**src/rtl/uart_rx_pkg.sv**
```systemverilog
// uart_rx_pkg: constants shared by the UART-RX FSM, deserializer and parity checker
package uart_rx_pkg;
  typedef enum logic {PAR_EVEN = 1'b0, PAR_ODD = 1'b1} par_typ_e;
  localparam bit LSB_FIRST = 1'b0;
  localparam bit MSB_FIRST = 1'b1;
  localparam int DATA_W_MIN = 5;
  localparam int DATA_W_MAX = 9;
endpackage

```
**src/rtl/uart_rx_deser_gen_if.sv**
```systemverilog
// uart_rx_deser_gen_if: RX FSM / sampler to deserializer signal bundle
interface uart_rx_deser_gen_if #(
  parameter int DATA_W = 8,
  parameter int PRESCALE_W = 3
);
  logic frame_start;
  logic deser_en;
  logic sampled_bit;
  logic [PRESCALE_W-1:0] edge_cnt;
  logic par_typ;
  logic [DATA_W-1:0] P_DATA;
  logic deser_done;
  logic par_calc;
  logic [3:0] bit_idx;
  logic overrun;
  modport master (
    output frame_start, deser_en, sampled_bit, edge_cnt, par_typ,
    input P_DATA, deser_done, par_calc, bit_idx, overrun
  );
  modport slave (
    input frame_start, deser_en, sampled_bit, edge_cnt, par_typ,
    output P_DATA, deser_done, par_calc, bit_idx, overrun
  );
endinterface

```
**src/rtl/uart_rx_deser_gen.sv**
```systemverilog
// uart_rx_deser_gen: shifts oversampled RX bits into a word, publishes it with parity and a done strobe
module uart_rx_deser_gen
  import uart_rx_pkg::*;
#(
  parameter int DATA_W = 8,
  parameter int PRESCALE_W = 3,
  parameter bit MSB_FIRST = 1'b0
) (
  input logic CLK,
  input logic RST,
  uart_rx_deser_gen_if.slave bus
);
  logic [DATA_W-1:0] shift_q, shift_nxt;
  logic par_acc, cap, full, last;
  if (DATA_W < DATA_W_MIN || DATA_W > DATA_W_MAX) begin : g_bad_width
    $error("uart_rx_deser_gen: DATA_W must be within 5..9");
  end
  assign cap = bus.deser_en & (&bus.edge_cnt);
  assign full = bus.bit_idx == 4'(DATA_W);
  assign last = bus.bit_idx == 4'(DATA_W - 1);
  assign shift_nxt = (MSB_FIRST != LSB_FIRST) ? {shift_q[DATA_W-2:0], bus.sampled_bit}
                                              : {bus.sampled_bit, shift_q[DATA_W-1:1]};
  // frame_start outranks a coincident capture so a new frame always starts clean
  always_ff @(posedge CLK or posedge RST)
    if (RST) begin
      shift_q <= '0;
      par_acc <= 1'b0;
      bus.bit_idx <= '0;
      bus.P_DATA <= '0;
      bus.deser_done <= 1'b0;
      bus.par_calc <= 1'b0;
      bus.overrun <= 1'b0;
    end else begin
      bus.deser_done <= 1'b0;
      if (bus.frame_start) begin
        shift_q <= '0;
        par_acc <= 1'b0;
        bus.bit_idx <= '0;
        bus.overrun <= 1'b0;
      end else if (cap && full) begin
        bus.overrun <= 1'b1;
      end else if (cap) begin
        shift_q <= shift_nxt;
        par_acc <= par_acc ^ bus.sampled_bit;
        bus.bit_idx <= bus.bit_idx + 4'd1;
        if (last) begin
          bus.P_DATA <= shift_nxt;
          bus.par_calc <= par_acc ^ bus.sampled_bit ^ bus.par_typ;
          bus.deser_done <= 1'b1;
        end
      end
    end
endmodule
```
**src/flat_wrapper.sv**
```systemverilog
// flat-port wrapper written by rule: the top's interface ports become plain ports
module uart_rx_deser_gen_flat import uart_rx_pkg::*;
#(
  parameter int DATA_W = 8,
  parameter int PRESCALE_W = 3,
  parameter bit MSB_FIRST = 1'b0
)
  (CLK, RST, bus_frame_start, bus_deser_en, bus_sampled_bit, bus_edge_cnt, bus_par_typ, bus_P_DATA, bus_deser_done, bus_par_calc, bus_bit_idx, bus_overrun);
  uart_rx_deser_gen_if #(.DATA_W(DATA_W), .PRESCALE_W(PRESCALE_W)) bus_i ();
  input logic CLK;
  input logic RST;
  input wire logic [$bits(bus_i.frame_start)-1:0] bus_frame_start;
  input wire logic [$bits(bus_i.deser_en)-1:0] bus_deser_en;
  input wire logic [$bits(bus_i.sampled_bit)-1:0] bus_sampled_bit;
  input wire logic [$bits(bus_i.edge_cnt)-1:0] bus_edge_cnt;
  input wire logic [$bits(bus_i.par_typ)-1:0] bus_par_typ;
  output wire logic [$bits(bus_i.P_DATA)-1:0] bus_P_DATA;
  output wire logic [$bits(bus_i.deser_done)-1:0] bus_deser_done;
  output wire logic [$bits(bus_i.par_calc)-1:0] bus_par_calc;
  output wire logic [$bits(bus_i.bit_idx)-1:0] bus_bit_idx;
  output wire logic [$bits(bus_i.overrun)-1:0] bus_overrun;
  assign bus_i.frame_start = bus_frame_start;
  assign bus_i.deser_en = bus_deser_en;
  assign bus_i.sampled_bit = bus_sampled_bit;
  assign bus_i.edge_cnt = bus_edge_cnt;
  assign bus_i.par_typ = bus_par_typ;
  assign bus_P_DATA = bus_i.P_DATA;
  assign bus_deser_done = bus_i.deser_done;
  assign bus_par_calc = bus_i.par_calc;
  assign bus_bit_idx = bus_i.bit_idx;
  assign bus_overrun = bus_i.overrun;
  uart_rx_deser_gen #(.DATA_W(DATA_W), .PRESCALE_W(PRESCALE_W), .MSB_FIRST(MSB_FIRST)) u_core (.CLK(CLK), .RST(RST), .bus(bus_i));
endmodule
```
**config.mk**
```make
export PLATFORM = sky130hd
export DESIGN_NAME = uart_rx_deser_gen_flat
export DESIGN_NICKNAME = d
export VERILOG_FILES = /design/src/rtl/uart_rx_pkg.sv /design/src/rtl/uart_rx_deser_gen_if.sv /design/src/rtl/uart_rx_deser_gen.sv /design/src/flat_wrapper.sv
export SDC_FILE = /design/constraint.sdc
export NUM_CORES = 1
export LEC_CHECK = 0
export BUFFER_PORTS_ARGS = -buffer_cell sky130_fd_sc_hd__buf_2
export CORE_ASPECT_RATIO = 1.1
export CORE_UTILIZATION = 46
export DETAILED_ROUTE_END_ITERATION = 8
export GPL_TIMING_DRIVEN = 0
export PLACE_DENSITY = 0.84
export SYNTH_ARGS = -nofsm -noshare
export SYNTH_HDL_FRONTEND = slang
export SYNTH_SLANG_ARGS = --single-unit
```
**constraint.sdc**
```tcl
create_clock -name CLK -period 1.6 [get_ports CLK]
set_clock_uncertainty 0.15 [all_clocks]
set_input_delay 0.24 -clock CLK [delete_from_list [all_inputs] [get_ports CLK]]
set_output_delay 0.24 -clock CLK [all_outputs]
set_load 0.02 [all_outputs]
```
==> impl_metrics.tcl <==
set metrics [dict create \
    status "completed" \
    row_count 17 \
    ant_nets 0 \
    viasPerCell 5.354 \
    drt-total-wl_mm 1.945 \
    synth.distinct_cells 18 \
    rsz0062_at_grt "true" \
    synth_nets 100 \
    maxSlewViolCount 0 \
    syn-cell-area_sq_mm 0.001015 \
    synth-edff-count 0 \
    hold_end "u_core.bus.bit_idx[1]" \
    gp_congestion 0.7724 \
    grt_pass1_wl_mm 3.243 \
    clk_path_buf_depth 2 \
    clk_pin_slew_worst_paths_ns 0.12 \
    drtPass1Iterations 4 \
    worst_slew_pin_slew_ns 0.8599 \
    r2r_start "u_core.bus.bit_idx[1]" \
    routedWlPerCell_um 13.23 \
    grt_max_degree 24 \
    layout.nets 131 \
    synthTopCellsByCount "dfrtp_1, a21oi_1, mux2_2" \
    power.density_mw_per_mm2 711.7 \
    synth.top_cell.area_share 0.5672 \
    end_kind "flip-flop" \
    cellLeakagePower_nw 0.6498 \
    syn_to_final_growth_pct 24.54 \
    arrival_ns 1.63 \
    diodes 0 \
    grt_pass1_vias 796 \
    criticalPathCategory "flip-flop to flip-flop" \
    timing.hold.ws_ns 0.02321 \
    min-delay-start "bus_frame_start" \
    ys_ff_latch 23 \
    drt_iter0_markers 15 \
    dieArea_sq_mm 0.002398 \
    async_flop_share 1.000 \
    ir_worst_vdd_mv 0.3843 \
    die_width_um 46.78 \
    startpoint "u_core.bus.bit_idx[1]" \
    r2r_end "u_core.bus.bit_idx[2]" \
    cts_buffers 3 \
    yosysMostFrequentCell "dfrtp_1" \
    r2r_slack_ns 0.05 \
    holdCritPathClass "input pin to flip-flop" \
    io_pins 24 \
    setup_viol 0 \
    synth.avg_cell_area_sq_um 11.40 \
    p_total_uw 899.4 \
    cp-start-kind "flip-flop" \
    syn_inst 89 \
    grt_use_total 0.1829 \
    cts_tree "built" \
    drive_gt1_frac 0.4370 \
    dp_hpwl_mm 1.377 \
    yosysTopAreaCell "dfrtp_1" \
    antenna_found_initial 0 \
    required_ns 1.68 \
    cts.sink_count 23 \
    r2r_cells 4 \
    initial_core_util 0.4969 \
    grt-ovfl-total 0 \
    finalCriticalPeriod_ns 1.548 \
    clk-insertion-delay-late_ns 0.30 \
    vias 787 \
    ys_seq_area_frac 0.5672 \
    coreArea_sq_mm 0.002042 \
    h-tree-depth 1 \
    die_y_um 51.26 \
    synthFlopType "dfrtp_1" \
    min_delay_path_depth 2 \
    synth_warnings 0 \
    relSlewSlack 0.4261 \
    synth_area_leaders "dfrtp_1, mux2_2, a21oi_1" \
    cp_max_fo 4 \
    maxCapViolCount 0 \
    io_buffers 23 \
    remaining_drc_errors 0 \
    post-route-period-util 0.9677 \
    root_buffer "clkbuf_4" \
    finalHoldViolations 0 \
    fmax_ghz 0.6459 \
]
-- area by class of cell --
type | instances | area, sq um
timing repair buffer | 26 | 140.1
clock buffer | 3 | 22.52
inverter | 5 | 18.77
fill | 172 | 778.2
buffer | 4 | 22.52
tap | 28 | 35.03
sequential | 23 | 578.1
clock inverter | 1 | 5.005
multi-input combinational | 57 | 441.7
-- worst max-delay path by stage --
stage / endpoint / slack (ns) / cells past startpoint
final: u_core.bus.bit_idx[2] / 0.05 / 4
after global routing: u_core.bus.bit_idx[2] / -0.005 / 5
after CTS: u_core.par_acc / 0.002 / 5
after detailed placement: u_core.shift_q[3] / -0.10 / 6
after global placement: u_core.shift_q[4] / -0.02 / 6
after floorplan: u_core.par_acc / 0.01 / 5
-- stage by stage --
step                utilization   TNS (ns)  instance area (sq um)  setup slack [ns]  cells
floorplan                     -          0                   1020           0.01084     89
global placement         0.5729    -0.1406                   1170          -0.02046    140
detailed placement       0.5729    -0.3887                   1170           -0.1014    140
CTS                      0.6054          0                   1236          0.001825    146
global route             0.6189  -0.005279                   1264         -0.005279    147
finish                   0.6189          0                   1264           0.05166    147
-- placed cells by master, fill, tap and decap left out, drive strengths merged --
master       instances
mux2                11
xnor2                2
nor2                 3
dfrtp               23
inv                  5
a21oi               11
ha                   2
nand3b               1
buf                 27
o21ai               10
and3b                1
dlygate4sd3          1
clkinv               1
nand3                9
or4                  1
clkbuf               5
nand4                3
and4                 1
nor2b                2
-- repair_timing --
item | in CTS | in global routing
endpoints found under the hold margin | 23 | 0
gates cloned | 0 | 0
buffers inserted | 1 | 1
hold buffers | 1 | 0
pin swaps | 0 | 3
setup endpoints to repair | 10 | 15
gates resized for setup | 4 | 8
-- cell families after synthesis --
logic type | synth area share
compound gates | 0.1036
xor+xnor | 0.01727
fa+ha+maj | 0.02466
buf+inv | 0.03700
flops | 0.5672
mux | 0.1221
simple gates | 0.1282
-- critical path, cell delays in order, from the launching register on --
cell,delay (ns)
dfrtp_2,0.41
ha_1,0.22
inv_1,0.07
or4_4,0.51
a21oi_2,0.12
-- sequential cells by signal (all words and copies together), names as in the netlist --
signal,count
u_core.bus.par_calc,1
u_core.par_acc,1
u_core.shift_q,7
u_core.bus.P_DATA,8
u_core.bus.bit_idx,4
u_core.bus.overrun,1
u_core.bus.deser_done,1
-- power by group --
part / switching (mW) / internal (mW)
combinational: 0.0355 / 0.0210
clock: 0.165 / 0.0929
sequential: 0.00206 / 0.583
-- per-layer routing --
layer,global-route usage,share of wire,wire [um]
met4,0.04286,0.0072,14
met2,0.3356,0.53,1031
met3,0.02473,0.032,62
met5,0,0,0
met1,0.2159,0.43,837
No activity file was read; power rests on OpenSTA's default activity.
